--- config.mk ---
export PLATFORM = sky130hd
export DESIGN_NAME = out_layer_seq
export DESIGN_NICKNAME = d
export VERILOG_FILES = /design/src/rtl/out_layer_seq.sv
export SDC_FILE = /design/constraint.sdc
export NUM_CORES = 2
export LEC_CHECK = 0
export CAP_MARGIN = 10
export CORE_MARGIN = 2
export CORE_UTILIZATION = 45
export CTS_CLUSTER_DIAMETER = 200
export DETAILED_ROUTE_END_ITERATION = 16
export DONT_BUFFER_PORTS = 1
export PLACE_DENSITY = 0.57
export SETUP_SLACK_MARGIN = 0.1
export SLEW_MARGIN = 30
export SYNTH_ARGS = -nofsm -noshare
export SYNTH_HDL_FRONTEND = slang
export SYNTH_SLANG_ARGS = --single-unit
--- constraint.sdc ---
create_clock -name iCLK -period 21.6 [get_ports iCLK]
set_input_delay 4.32 -clock iCLK [delete_from_list [all_inputs] [get_ports iCLK]]
set_output_delay 4.32 -clock iCLK [all_outputs]
set_load 0.05 [all_outputs]
--- src/rtl/out_layer_seq.sv ---
// Sequential output neuron: time-shared fixed-point MAC over N_IN hidden values,
// hard-sigmoid activation and an optional delta-rule update of the internal weights.
module out_layer_seq #(
  parameter int N_IN     = 4,
  parameter int W        = 16,
  parameter int FRAC     = 8,
  parameter int LR_SHIFT = 2
) (
  input  logic                     iCLK,
  input  logic                     iRST_N,
  input  logic                     iSTART,
  output logic                     oREADY,
  input  logic                     iTRAIN,
  input  logic [N_IN*W-1:0]        iMID_VALUE,
  input  logic [W-1:0]             iTEACH,
  input  logic                     iWLOAD,
  input  logic [$clog2(N_IN)-1:0]  iWADDR,
  input  logic [W-1:0]             iWDATA,
  output logic [N_IN*W-1:0]        oWEIGHT,
  output logic [W-1:0]             oOUTPUT,
  output logic                     oVALID,
  output logic                     oDONE
);

  localparam int AW   = $clog2(N_IN);
  localparam int ACCW = W + AW + 1;
  localparam int WIDE = 2*W + 8;
  localparam logic [AW-1:0] LAST = AW'(N_IN - 1);
  localparam logic signed [WIDE-1:0] SAT_MAX = {{(WIDE-W+1){1'b0}}, {(W-1){1'b1}}};
  localparam logic signed [WIDE-1:0] SAT_MIN = {{(WIDE-W+1){1'b1}}, {(W-1){1'b0}}};
  localparam logic signed [WIDE-1:0] ONE     = WIDE'(1) <<< FRAC;
  localparam logic signed [WIDE-1:0] HALF    = ONE >>> 1;

  typedef enum logic [2:0] {IDLE, MAC, ACT, DELTA, UPD} stateT;

  function automatic logic [W-1:0] satW(input logic signed [WIDE-1:0] v);
    logic [W-1:0] r;
    if (v > SAT_MAX)      r = SAT_MAX[W-1:0];
    else if (v < SAT_MIN) r = SAT_MIN[W-1:0];
    else                  r = v[W-1:0];
    return r;
  endfunction

  stateT state, stateNext;
  logic  validNext, doneNext;

  logic [N_IN-1:0][W-1:0] weightReg;
  logic [N_IN-1:0][W-1:0] xCap;
  logic [W-1:0]           teachCap;
  logic                   trainCap;
  logic signed [ACCW-1:0] acc;
  logic [AW-1:0]          idx;
  logic signed [W-1:0]    delta;
  logic                   loadOk;

  // One multiplier serves both phases: x*w while accumulating, delta*x while updating.
  logic signed [W-1:0]    mulA, mulB, macTerm, wCur, wUpd;
  logic signed [2*W-1:0]  mulProd, mulShift;

  assign mulA     = $signed(xCap[idx]);
  assign wCur     = $signed(weightReg[idx]);
  assign mulB     = (state == UPD) ? delta : wCur;
  assign mulProd  = (2*W)'(mulA) * (2*W)'(mulB);
  assign mulShift = mulProd >>> FRAC;
  // Each term is clamped to W so the narrow accumulator can never wrap.
  assign macTerm  = $signed(satW(WIDE'(mulShift)));
  assign wUpd     = $signed(satW(WIDE'(wCur) + WIDE'(mulShift >>> LR_SHIFT)));

  logic signed [ACCW-1:0] accScaled;
  logic signed [WIDE-1:0] zRaw, zWide, errW, slopeW, errSlope;
  logic [W-1:0]           zClamp;

  assign accScaled = acc >>> 2;
  assign zRaw      = WIDE'(accScaled) + HALF;
  assign zWide     = WIDE'($signed(oOUTPUT));
  assign errW      = WIDE'($signed(teachCap)) - zWide;
  assign slopeW    = (zWide * (ONE - zWide)) >>> FRAC;
  assign errSlope  = (errW * slopeW) >>> FRAC;

  always_comb begin
    zClamp = zRaw[W-1:0];
    if (zRaw[WIDE-1])   zClamp = '0;
    else if (zRaw > ONE) zClamp = ONE[W-1:0];
  end

  assign oREADY = (state == IDLE);
  assign loadOk = (state == IDLE) && iWLOAD && (int'({1'b0, iWADDR}) < N_IN);

  always_ff @(posedge iCLK or negedge iRST_N) begin
    if (!iRST_N) state <= IDLE;
    else         state <= stateNext;
  end

  always_comb begin
    stateNext = state;
    validNext = 1'b0;
    doneNext  = 1'b0;
    case (state)
      IDLE:  if (iSTART) stateNext = MAC;
      MAC:   if (idx == LAST) stateNext = ACT;
      ACT: begin
        validNext = 1'b1;
        if (!trainCap) begin
          doneNext  = 1'b1;
          stateNext = IDLE;
        end else begin
          stateNext = DELTA;
        end
      end
      DELTA: stateNext = UPD;
      UPD: begin
        if (idx == LAST) begin
          doneNext  = 1'b1;
          stateNext = IDLE;
        end
      end
      default: stateNext = IDLE;
    endcase
  end

  always_ff @(posedge iCLK or negedge iRST_N) begin
    if (!iRST_N) begin
      acc      <= '0;
      idx      <= '0;
      delta    <= '0;
      xCap     <= '0;
      teachCap <= '0;
      trainCap <= 1'b0;
      oOUTPUT  <= '0;
      oVALID   <= 1'b0;
      oDONE    <= 1'b0;
    end else begin
      oVALID <= validNext;
      oDONE  <= doneNext;
      case (state)
        IDLE: begin
          if (iSTART) begin
            xCap     <= iMID_VALUE;
            teachCap <= iTEACH;
            trainCap <= iTRAIN;
            acc      <= '0;
            idx      <= '0;
          end
        end
        MAC: begin
          acc <= acc + ACCW'(macTerm);
          idx <= (idx == LAST) ? '0 : idx + 1'b1;
        end
        ACT:   oOUTPUT <= zClamp;
        DELTA: begin
          delta <= $signed(satW(errSlope));
          idx   <= '0;
        end
        UPD:   idx <= (idx == LAST) ? '0 : idx + 1'b1;
        default: ;
      endcase
    end
  end

  // A host load coinciding with iSTART lands before the first MAC reads the weight.
  always_ff @(posedge iCLK or negedge iRST_N) begin
    if (!iRST_N)            weightReg         <= '0;
    else if (loadOk)        weightReg[iWADDR] <= iWDATA;
    else if (state == UPD)  weightReg[idx]    <= wUpd;
  end

  for (genvar gi = 0; gi < N_IN; gi++) begin : gWeightOut
    assign oWEIGHT[gi*W +: W] = weightReg[gi];
  end

endmodule

==> summary.md <==
| Metric | Value |
|---|---|
| Status | `finished clean` |
| Synth area leader | `fa_1` |
| Max-cap violations | `0` |
| Fill count | `slightly below 10000` |
| Post-synth EDFFs | `0` |
| Hold WC Path Type | `register to register` |
| Starting DRT DRC Count | `2255` |
| Vias in the first global route | `36393` |
| FFs w/ async S/R, synth | `1.000` |
| DRT Pass-1 Iters | `5` |
| Layout area overhead | `5.355%` |
| Vias | `between 30000 and 40000` |
| Start point of the critical path | `oOUTPUT[1]` |
| Total of warnings raised by yosys | `0` |
| HP Start | `xCap[44]` |
| Post-CTS setup buffer count | `0` |
| Cell family with most CP delay | `adder cells` |
| CTS resizes | `0` |
| Worst-path clk slew | `about 0.060 ns` |
| CTS Hold Bufs | `0` |
| Most frequent cell on the critical path | `fa_1` |
| Main flop type after synthesis | `dfrtp_1` |
| Die width | `roughly 320 um` |
| DRT Wirelength | `134.7 mm` |
| Clk Latency, worst-skew pair | `0.60 ns` |
| First-pass GRT wire length | `215.3 mm` |
| GP Congestion | `0.9146` |
| CP bufs+invs | `9` |
| Total CTS buffers | `24` |
| Share of cells above drive strength 1 | `0.06472` |
| Mapped Cells | `5000` |
| Top post-synthesis cells by area | `fa_1 40%, dfrtp_1 11%, ha_1 9.1%` |
| Drt wl/cell | `roughly 21 um` |
| Total GRT Usage | `0.2623` |
| Crit path largest cell delay | `around 0.65 ns` |
| Core area | `about 100000 sq um` |
| # port buffers | `0` |
| CTS root buf | `clkbuf_16` |
| CP max stage cell | `a211oi_2` |
| Initial antenna violation count | `0` |
| Hold Fails Final Rpt | `0` |
| H-tree levels | `1` |
| WS Path Type | `register to register` |
| Nets | `6302` |
| Initial core utilization | `0.4536` |
| Clock skew | `0.02834 ns` |
| Syn Nets | `6372` |
| Req. time, crit path | `around 22 ns` |
| Actual slew at the worst max-slew pin | `roughly 1.0 ns` |
| CP startpoint kind | `register` |
| Placed cell count | `6272` |
| Cell Rows | `117` |
| Minimum clock period | `17.14 ns` |
| Mapped Area | `~46000 sq um` |
| Most frequent cells in the layout | `1092 x inv_1, 933 x fa_1, 509 x nand2_1` |
| Final Max Tran Viols | `0` |
| Avg Cell Area, Syn | `9.244 sq um` |
| Sequential share of the synthesized area | `0.1099` |
| Unique masters post-synth | `between 90 and 100` |
| Grt total ovfl | `0` |
| Final Cycle Share | `0.7933` |
| Crit path DAT | `17.62 ns` |
| Setup TNS | `0 ns` |
| Slew HR | `0.3002` |
| Largest net degree at the start of global routing | `just over 200` |
| Crit path max fanout | `15` |
| #FFs+latches synth | `between 200 and 250` |
| R2r startpoint | `oOUTPUT[1]` |
| # clock sinks | `between 200 and 250` |
| Detail Route Antenna Nets | `0` |
| Finish-stage setup viols | `0` |
| FMAX | `58.36 MHz` |
| Unrepaired setup endpoints after global routing | `no` |
| Total I/O pin count | `186` |
| Clock Path Buffers | `3` |
| Top cell type's share of synthesized area | `0.4041` |
| Leading cell type in the layout, fill and taps excluded | `inv_1` |
| Post-DP HPWL | `111.3 mm` |
| Clock tree from TritonCTS | `done` |
| Via density | `roughly 5.4` |
| Final cell count without fillers | `6316` |
| Remaining DRCs | `0` |
| Die Y-Extent | `324.5 um` |
| Crit. End Element | `register` |
| Die area | `105300 sq um` |
synth_stat cells (all sizes together), types with 6 or more instances:
| master | n |
|---|---|
| nor2 | 472 |
| inv | 1094 |
| o31ai | 12 |
| o2111ai | 6 |
| o22ai | 29 |
| buf | 24 |
| mux4 | 23 |
| o21bai | 13 |
| or2 | 15 |
| fa | 933 |
| nand4 | 13 |
| or3 | 15 |
| nor2b | 34 |
| nand3 | 35 |
| a211oi | 25 |
| o21a | 35 |
| nand2 | 509 |
| dfrtp | 203 |
| a22oi | 42 |
| and2 | 98 |
| a21oi | 106 |
| clkbuf | 142 |
| a22o | 8 |
| o41ai | 6 |
| nor4 | 12 |
| o21ai | 162 |
| nand2b | 97 |
| and3 | 22 |
| mux2i | 23 |
| mux2 | 101 |
| nor3 | 21 |
| xor2 | 68 |
| a31oi | 10 |
| a21o | 47 |
| xnor2 | 129 |
| ha | 336 |
| o211ai | 17 |
worst reg2reg max path, delay by kind of cell, from the launching register on:
family / cells / cell delay, ns
AO/OA/AOI/OAI: 14 / 4.08
XOR/XNOR: 1 / 0.49
adder cells (fa/ha/maj): 16 / 7.71
buffers and inverters: 9 / 1.16
flip-flops: 1 / 0.36
AND/OR/NAND/NOR: 14 / 3.24
layer usage:
layer  GRT usage  share of wire
met1      0.3500           0.41
met2      0.4506           0.49
met3     0.03896          0.066
met4     0.06139          0.029
met5           0              0
through the flow:
step / setup slack, ns / util / area, sq um / hold slack (ns)
final: 4.465 / 0.4779 / 48690 / 0.5028
after detailed placement: 4.422 / 0.4704 / 47930 / 0.4902
after global placement: 4.706 / 0.4699 / 47870 / 0.4847
after floorplan: 6.171 / - / 46220 / 0.4387
after global routing: 3.407 / 0.4778 / 48680 / 0.5213
after CTS: 4.295 / 0.4776 / 48660 / 0.5064
cell families (layout without fill, tap and decap cells):
| kind of cell | count (synthesis) | after routing | share of synthesized area |
|---|---|---|---|
| other cells | 0 | 4 | 0 |
| xor+xnor | 197 | 197 | 0.03733 |
| fa+ha+maj | 1269 | 1269 | 0.4951 |
| mux | 147 | 147 | 0.04088 |
| buf+inv | 1265 | 1209 | 0.1043 |
| flops | 203 | 203 | 0.1099 |
| compound gates | 562 | 562 | 0.08213 |
| simple gates | 1357 | 1357 | 0.1304 |
layout make-up:
type / count / area [sq um] / share of cell area
diodes: 4 / 10.01 / 0.0002056
clock buffers: 32 / 660.6 / 0.01357
clock inverters: 8 / 76.32 / 0.001567
inverters: 1099 / 4125 / 0.08472
multi-input cells: 3532 / 36500 / 0.7496
flip-flops and latches: 203 / 5086 / 0.1045
well taps: 1368 / 1712 / 0.03515
repair buffers: 70 / 525.5 / 0.01079
registers in the layout, summed over array words and instances (netlist names):
signal,count
oVALID,1
teachCap,16
state,3
trainCap,1
oDONE,1
delta,16
oWEIGHT,64
xCap,64
oOUTPUT,16
idx,2
acc,19
final timing paths:
kind | slack, ns | endpoint | cells after the start
setup / recovery | 4.46 | delta[5] | 54
max in group asynchronous | 17.82 | teachCap[13] | 0
min in group asynchronous | 3.42 | oWEIGHT[21] | 0
hold / removal | 0.50 | xCap[44] | 1
hold reg to reg | 0.50 | xCap[44] | 1
setup reg to reg | 4.46 | delta[5] | 54
Power is left out: the tool's default activity adds up to more than one toggle a clock period on the data nets, which glitch-free logic cannot reach.
